File: config.mk
export PLATFORM = sky130hd
export DESIGN_NAME = mul256_op_seq_flat
export DESIGN_NICKNAME = d
export VERILOG_FILES = /design/src/rtl/mul256_op_seq_pkg.sv /design/src/rtl/mul256_op_seq_if.sv /design/src/rtl/mul256_op_seq.sv /design/src/flat_wrapper.sv
export SDC_FILE = /design/constraint.sdc
export NUM_CORES = 2
export LEC_CHECK = 0
export ABC_CLOCK_PERIOD_IN_PS = 2380
export CAP_MARGIN = 20
export CORE_AREA = 8 8 622 624
export DETAILED_ROUTE_END_ITERATION = 6
export DIE_AREA = 0 0 630 632
export PLACE_DENSITY_LB_ADDON = 0.15
export SLEW_MARGIN = 20
export SYNTH_ARGS = -nofsm -noshare
export SYNTH_HDL_FRONTEND = slang
export SYNTH_SLANG_ARGS = --single-unit
File: constraint.sdc
create_clock -name clk -period 2.38 [get_ports clk]
set_clock_uncertainty 0.05 [all_clocks]
set_input_delay 0.238 -clock clk [delete_from_list [all_inputs] [get_ports clk]]
set_output_delay 0.238 -clock clk [all_outputs]
set_load 0.1 [all_outputs]
File: src/rtl/mul256_op_seq_pkg.sv
// Shared widths and FSM state encoding for the mul256 operand-port sequencer.
package mul256_pkg;

  localparam int OP_W   = 260;
  localparam int PROD_W = 520;
  localparam int ADDR_W = 6;

  typedef enum logic [3:0] {
    ST_IDLE,
    ST_RD_A,
    ST_RD_B,
    ST_CAP_B,
    ST_START,
    ST_WAIT,
    ST_WR_LO,
    ST_WR_HI,
    ST_FIN
  } state_e;

endpackage

File: src/rtl/mul256_op_seq_if.sv
// Command, operand-memory and multiplier signals of the sequencer.
// master = sequencer side, slave = command source / memory / multiplier side.
interface mul256_op_seq_if;
  import mul256_pkg::*;

  logic              cmd_valid;
  logic              cmd_ready;
  logic [ADDR_W-1:0] cmd_a;
  logic [ADDR_W-1:0] cmd_b;
  logic [ADDR_W-1:0] cmd_dst;
  logic              busy;
  logic              done;
  logic              err;
  logic              op_read;
  logic [ADDR_W-1:0] op_raddr;
  logic [OP_W-1:0]   op_rdata;
  logic              op_write;
  logic [ADDR_W-1:0] op_waddr;
  logic [OP_W-1:0]   op_wdata;
  logic              op_wready;
  logic              mul_start;
  logic [OP_W-1:0]   mul_a;
  logic [OP_W-1:0]   mul_b;
  logic              mul_done;
  logic [PROD_W-1:0] mul_p;

  modport master (
    input  cmd_valid, cmd_a, cmd_b, cmd_dst, op_rdata, op_wready, mul_done, mul_p,
    output cmd_ready, busy, done, err, op_read, op_raddr, op_write, op_waddr,
           op_wdata, mul_start, mul_a, mul_b
  );

  modport slave (
    output cmd_valid, cmd_a, cmd_b, cmd_dst, op_rdata, op_wready, mul_done, mul_p,
    input  cmd_ready, busy, done, err, op_read, op_raddr, op_write, op_waddr,
           op_wdata, mul_start, mul_a, mul_b
  );

endinterface

File: src/rtl/mul256_op_seq.sv
// Reads two operands, runs the external multiplier and writes the 520-bit
// product back as two consecutive words (dst, dst+1 with 6-bit wrap).
module mul256_op_seq
  import mul256_pkg::*;
#(
  parameter int TIMEOUT = 1023
) (
  input  logic            clk,
  input  logic            rst,
  mul256_op_seq_if.master bus
);

  localparam int CNT_W = $clog2(TIMEOUT + 1);

  state_e            state_q, state_d;
  logic [ADDR_W-1:0] a_q, a_d, b_q, b_d, dst_q, dst_d;
  logic [OP_W-1:0]   mul_a_q, mul_a_d, mul_b_q, mul_b_d;
  logic [PROD_W-1:0] prod_q, prod_d;
  logic [CNT_W-1:0]  cnt_q, cnt_d;

  logic              cmd_ready, busy, done, err, op_read, op_write, mul_start;
  logic [ADDR_W-1:0] op_raddr, op_waddr;
  logic [OP_W-1:0]   op_wdata;

  always_ff @(posedge clk) begin
    if (rst) begin
      state_q <= ST_IDLE;
      a_q     <= '0;
      b_q     <= '0;
      dst_q   <= '0;
      mul_a_q <= '0;
      mul_b_q <= '0;
      prod_q  <= '0;
      cnt_q   <= '0;
    end else begin
      state_q <= state_d;
      a_q     <= a_d;
      b_q     <= b_d;
      dst_q   <= dst_d;
      mul_a_q <= mul_a_d;
      mul_b_q <= mul_b_d;
      prod_q  <= prod_d;
      cnt_q   <= cnt_d;
    end
  end

  always_comb begin
    state_d   = state_q;
    a_d       = a_q;
    b_d       = b_q;
    dst_d     = dst_q;
    mul_a_d   = mul_a_q;
    mul_b_d   = mul_b_q;
    prod_d    = prod_q;
    cnt_d     = cnt_q;
    cmd_ready = 1'b0;
    busy      = 1'b1;
    done      = 1'b0;
    err       = 1'b0;
    op_read   = 1'b0;
    op_raddr  = '0;
    op_write  = 1'b0;
    op_waddr  = '0;
    op_wdata  = '0;
    mul_start = 1'b0;

    case (state_q)
      ST_IDLE: begin
        cmd_ready = 1'b1;
        busy      = 1'b0;
        if (bus.cmd_valid) begin
          a_d     = bus.cmd_a;
          b_d     = bus.cmd_b;
          dst_d   = bus.cmd_dst;
          state_d = ST_RD_A;
        end
      end
      ST_RD_A: begin
        op_read  = 1'b1;
        op_raddr = a_q;
        state_d  = ST_RD_B;
      end
      // Operand A arrives while operand B is being addressed.
      ST_RD_B: begin
        op_read  = 1'b1;
        op_raddr = b_q;
        mul_a_d  = bus.op_rdata;
        state_d  = ST_CAP_B;
      end
      ST_CAP_B: begin
        mul_b_d = bus.op_rdata;
        state_d = ST_START;
      end
      ST_START: begin
        mul_start = 1'b1;
        cnt_d     = '0;
        state_d   = ST_WAIT;
      end
      // A product arriving on the timeout cycle still wins.
      ST_WAIT: begin
        cnt_d = cnt_q + CNT_W'(1);
        if (bus.mul_done) begin
          prod_d  = bus.mul_p;
          state_d = ST_WR_LO;
        end else if (cnt_q == CNT_W'(TIMEOUT)) begin
          err     = 1'b1;
          state_d = ST_IDLE;
        end
      end
      ST_WR_LO: begin
        op_write = 1'b1;
        op_waddr = dst_q;
        op_wdata = prod_q[OP_W-1:0];
        if (bus.op_wready) state_d = ST_WR_HI;
      end
      ST_WR_HI: begin
        op_write = 1'b1;
        op_waddr = dst_q + ADDR_W'(1);
        op_wdata = prod_q[PROD_W-1:OP_W];
        if (bus.op_wready) state_d = ST_FIN;
      end
      ST_FIN: begin
        done    = 1'b1;
        state_d = ST_IDLE;
      end
      default: state_d = ST_IDLE;
    endcase
  end

  assign bus.cmd_ready = cmd_ready;
  assign bus.busy      = busy;
  assign bus.done      = done;
  assign bus.err       = err;
  assign bus.op_read   = op_read;
  assign bus.op_raddr  = op_raddr;
  assign bus.op_write  = op_write;
  assign bus.op_waddr  = op_waddr;
  assign bus.op_wdata  = op_wdata;
  assign bus.mul_start = mul_start;
  assign bus.mul_a     = mul_a_q;
  assign bus.mul_b     = mul_b_q;

endmodule

File: src/flat_wrapper.sv
// flat-port wrapper written by rule: the top's interface ports become plain ports
module mul256_op_seq_flat import mul256_pkg::*;
#(
  parameter int TIMEOUT = 1023
)
  (clk, rst, bus_cmd_valid, bus_cmd_a, bus_cmd_b, bus_cmd_dst, bus_op_rdata, bus_op_wready, bus_mul_done, bus_mul_p, bus_cmd_ready, bus_busy, bus_done, bus_err, bus_op_read, bus_op_raddr, bus_op_write, bus_op_waddr, bus_op_wdata, bus_mul_start, bus_mul_a, bus_mul_b);
  mul256_op_seq_if bus_i ();
  input  logic clk;
  input  logic rst;
  input wire logic [$bits(bus_i.cmd_valid)-1:0] bus_cmd_valid;
  input wire logic [$bits(bus_i.cmd_a)-1:0] bus_cmd_a;
  input wire logic [$bits(bus_i.cmd_b)-1:0] bus_cmd_b;
  input wire logic [$bits(bus_i.cmd_dst)-1:0] bus_cmd_dst;
  input wire logic [$bits(bus_i.op_rdata)-1:0] bus_op_rdata;
  input wire logic [$bits(bus_i.op_wready)-1:0] bus_op_wready;
  input wire logic [$bits(bus_i.mul_done)-1:0] bus_mul_done;
  input wire logic [$bits(bus_i.mul_p)-1:0] bus_mul_p;
  output wire logic [$bits(bus_i.cmd_ready)-1:0] bus_cmd_ready;
  output wire logic [$bits(bus_i.busy)-1:0] bus_busy;
  output wire logic [$bits(bus_i.done)-1:0] bus_done;
  output wire logic [$bits(bus_i.err)-1:0] bus_err;
  output wire logic [$bits(bus_i.op_read)-1:0] bus_op_read;
  output wire logic [$bits(bus_i.op_raddr)-1:0] bus_op_raddr;
  output wire logic [$bits(bus_i.op_write)-1:0] bus_op_write;
  output wire logic [$bits(bus_i.op_waddr)-1:0] bus_op_waddr;
  output wire logic [$bits(bus_i.op_wdata)-1:0] bus_op_wdata;
  output wire logic [$bits(bus_i.mul_start)-1:0] bus_mul_start;
  output wire logic [$bits(bus_i.mul_a)-1:0] bus_mul_a;
  output wire logic [$bits(bus_i.mul_b)-1:0] bus_mul_b;
  assign bus_i.cmd_valid = bus_cmd_valid;
  assign bus_i.cmd_a = bus_cmd_a;
  assign bus_i.cmd_b = bus_cmd_b;
  assign bus_i.cmd_dst = bus_cmd_dst;
  assign bus_i.op_rdata = bus_op_rdata;
  assign bus_i.op_wready = bus_op_wready;
  assign bus_i.mul_done = bus_mul_done;
  assign bus_i.mul_p = bus_mul_p;
  assign bus_cmd_ready = bus_i.cmd_ready;
  assign bus_busy = bus_i.busy;
  assign bus_done = bus_i.done;
  assign bus_err = bus_i.err;
  assign bus_op_read = bus_i.op_read;
  assign bus_op_raddr = bus_i.op_raddr;
  assign bus_op_write = bus_i.op_write;
  assign bus_op_waddr = bus_i.op_waddr;
  assign bus_op_wdata = bus_i.op_wdata;
  assign bus_mul_start = bus_i.mul_start;
  assign bus_mul_a = bus_i.mul_a;
  assign bus_mul_b = bus_i.mul_b;
  mul256_op_seq #(.TIMEOUT(TIMEOUT)) u_core (.clk(clk), .rst(rst), .bus(bus_i));
endmodule
==> flow_metrics.py <==
metrics = {
    "layout": {
        "design_area_sq_mm": 0.0837,
        "area_growth_pct": 103,
        "fin_nets": 8518,
        "fillCellCount": 41600,
        "layout-drive-gt1-share_pct": 23.7,
        "fin_cells": 12900,
        "utilization_pct": 22.2,
    },
    "synthesis": {
        "synth_area_sq_mm": 0.0412,
        "ys_seq_area_share_pct": 52.1,
        "synth-simple-area-share_pct": 22.7,
        "synthAdderAreaFrac_pct": 0.0608,
        "synthTopCellsByCount": "nand2_1, dfxtp_1, a21oi_1",
        "synth_compound_area_share_pct": 13.5,
        "syn_nets": 6103,
        "synth_seq_cells": 1072,
        "yosys.area.top_type": "dfxtp_1",
        "synth_cells": 5298,
        "ys_async_sr_fraction_pct": 0,
        "yosysWarnings": 0,
        "yosysMostFrequentCell": "nand2_1",
        "ys_top_cells_by_area": "dfxtp_1, nand2_1, a21oi_1",
        "ys_types": 45,
        "synth_xor_area_share_pct": 0.128,
        "ys.flop_type": "dfxtp_1",
        "syn_area_per_cell_sq_um": 7.77,
        "synth_edf_count": 0,
        "synthMuxAreaShare_pct": 6.34,
        "synth_top_family_by_area": "simple AND/OR/NAND/NOR gates",
        "yosys.area.top_type_share_pct": 52.1,
    },
    "drt": {
        "route.detailed.drc": 0,
        "drt_iter0_drc": 2256,
        "antenna_left": 0,
        "via_per_inst": 3.55,
        "wl_per_cell_microns": 23.0,
        "via_count": 45800,
        "routed_wl_microns": 297000,
        "dr.pass1.iters": 6,
    },
    "pwr": {
        "power_density_mw_per_mm2": 897,
        "p_leak_nw": 28.5,
        "ir_drop_mv": 0.432,
    },
    "setup_path": {
        "cp_max_fo": 18,
        "cp_slowest_cell": "dfxtp_4",
        "worstPathRequired_ps": 2090,
        "worstSetupStartpointType": "register",
        "path_buf_inv": 4,
        "crit_arrival_ps": 2500,
        "max_stage_delay_ps": 430,
        "path_cells": "buf_16 > buf_16 > buf_4 > mux2i_4 > nor2_4 > buf_12",
        "crit_top_cell": "buf_16",
        "crit_type": "reg2out",
        "path_delay_family": "buffers and inverters",
        "worstSetupEndpointType": "primary output",
    },
    "placement": {
        "placed_cells": 11700,
        "dpl_cell_area_sq_mm": 0.0654,
        "io_buffer_count": 1601,
        "dp_slack_ps": 34.2,
        "dp_hpwl_microns": 230000,
        "gp_congestion": 0.818,
    },
    "timing": {
        "finalHoldViolations": 0,
        "final_max_slew_viol_count": 0,
        "setup_violations": 504,
        "rsz0062_at_grt": "true",
        "finalCriticalPeriod_ps": 2790,
        "slew_headroom_pct": 28.4,
        "max_freq_ghz": 0.358,
        "post-route-period-util_pct": 117,
        "worst_slew_pin_slew_ps": 1070,
        "worst_slack_ps": -411,
    },
    "cts": {
        "cts.sinks": 1072,
        "htreeDepth": 4,
        "clock_path_buffers": 4,
        "root_buffer": "clkbuf_16",
        "path_clk_slew_ps": 70,
        "cts_buffers": 152,
        "cts_tree": "done",
        "clk_latency_ps": 830,
    },
    "global_route": {
        "grt_start_max_net_pins": 140,
        "grt.overflow.total": 0,
        "grt_pass1_vias": 47000,
        "grt_pass1_wl_microns": 397000,
        "antenna_found_initial": 124,
        "grtUsageTotal_pct": 13.9,
    },
    "min_path": {
        "holdCritPathClass": "in2reg",
    },
    "run": {
        "drv_cap": 0,
    },
    "die": {
        "start_util_pct": 10.9,
        "die_h_microns": 632,
        "fp.coreArea_sq_mm": 0.377,
        "dieArea_sq_mm": 0.398,
        "die_x_microns": 630,
        "io_pins": 1602,
        "row_count": 226,
    },
    "status": {
        "status": "complete, but fails checks",
        "violations": "negative setup slack",
    },
}
[area by class of cell]
class | count | area [sq um] | area share [%]
diodes | 59 | 148 | 0.176
repair buffers | 2677 | 29700 | 35.5
well taps | 5016 | 6280 | 7.50
clock buffers | 222 | 4440 | 5.31
multi-input cells | 3805 | 21000 | 25.1
flip-flops and latches | 1072 | 21500 | 25.7
inverters | 5 | 22.5 | 0.0269
clock inverters | 43 | 592 | 0.707
[cells by family (layout without fill, tap and decap cells)]
kind of cell / count (synthesis) / in the layout
AND/OR/NAND/NOR: 2446 / 2446
AO/OA/AOI/OAI: 1090 / 1090
flip-flops: 1072 / 1072
buffers and inverters: 421 / 2947
multiplexers: 261 / 261
XOR/XNOR: 6 / 6
adder cells (fa/ha/maj): 2 / 2
other: 0 / 59
[where the power goes]
part	internal (mW)	switching, mW
clock	13.9	9.52
sequential	19.8	1.27
combinational	10.3	20.4
[repair_timing]
item / in CTS / in global routing
buffers inserted: 51 / 52
endpoints found under the hold margin: 926 / 0
resized for setup: 416 / 394
pin swaps: 32 / 55
cloned: 18 / 22
hold buffers: 737 / 0
setup endpoints to repair: 323 / 792
[state kept, by name (all words and copies together) (netlist names)]
| signal | cells |
|---|---|
| u_core.cnt_q | 10 |
| u_core.bus.mul_a | 260 |
| u_core.dst_q | 6 |
| u_core.state_q | 4 |
| u_core.bus.mul_b | 260 |
| u_core.b_q | 6 |
| u_core.a_q | 6 |
| u_core.prod_q | 520 |
[worst min-delay path, cell delays in order]
cell and delay, ps:
clkdlybuf4s50_1 490, nand2_1 90, a21oi_1 50
[routing by layer]
layer / global-route usage, % / share of wire (%)
met5: 0 / 0.068
met4: 3.60 / 2.8
met3: 3.22 / 5.2
met2: 27.1 / 54
met1: 15.1 / 38
[metrics by stage]
stage | setup TNS, ps | power (mW) | hold slack, ps
after floorplan | -69330 | 37.1 | 315
after global placement | 0 | 46.3 | 391
after detailed placement | 0 | 46.4 | 396
after CTS | -133590 | 74.3 | 0.648
after global routing | -233390 | 78.5 | 24.5
final | -94780 | 75.1 | 76.3
[path summary, 6_finish.rpt]
check | from | cells past startpoint | slack [ps] | end
worst max-delay path | u_core.state_q[0]$_SDFFE_PP0P_ | 6 | -410 | bus_op_wdata[12]
worst min register to register | u_core.bus.mul_a[235]$_SDFFE_PP0N_ | 2 | 400 | u_core.bus.mul_a[235]$_SDFFE_PP0N_
worst max register to register | u_core.state_q[0]$_SDFFE_PP0P_ | 9 | -170 | u_core.prod_q[300]$_SDFFE_PP0P_
worst min-delay path | bus_op_rdata[38] | 3 | 80 | u_core.bus.mul_b[38]$_SDFFE_PP0N_
[cells in the final DEF, fill, tap and decap left out, types with 4 or more instances in the layout]
| master | netlist | layout |
|---|---|---|
| clkdlybuf4s50_1 | 0 | 801 |
| clkinv_2 | 0 | 21 |
| dlygate4sd3_1 | 0 | 737 |
| mux2i_4 | 0 | 131 |
| buf_16 | 0 | 33 |
| diode_2 | 0 | 59 |
| nand2_2 | 10 | 11 |
| buf_4 | 0 | 683 |
| bufinv_16 | 0 | 8 |
| a311oi_1 | 5 | 5 |
| nand2_1 | 2119 | 2115 |
| clkinv_8 | 0 | 4 |
| clkbuf_1 | 255 | 34 |
| nor2_4 | 0 | 157 |
| dfxtp_1 | 1072 | 1064 |
| o21ai_0 | 6 | 6 |
| clkbuf_16 | 0 | 171 |
| dfxtp_2 | 0 | 5 |
| nand3_1 | 6 | 4 |
| nor2_1 | 275 | 28 |
| nor2_2 | 1 | 91 |
| buf_12 | 0 | 362 |
| buf_8 | 2 | 11 |
| nand4_1 | 5 | 5 |
| clkinv_16 | 0 | 4 |
| xor2_1 | 4 | 4 |
| a21oi_1 | 1056 | 1055 |
| mux2i_1 | 261 | 83 |
| mux2i_2 | 0 | 47 |
| clkbuf_8 | 0 | 35 |
| a21oi_2 | 10 | 11 |
| a22o_4 | 0 | 5 |
| buf_6 | 55 | 29 |
Note: power is estimated with default switching activity, not from simulation.
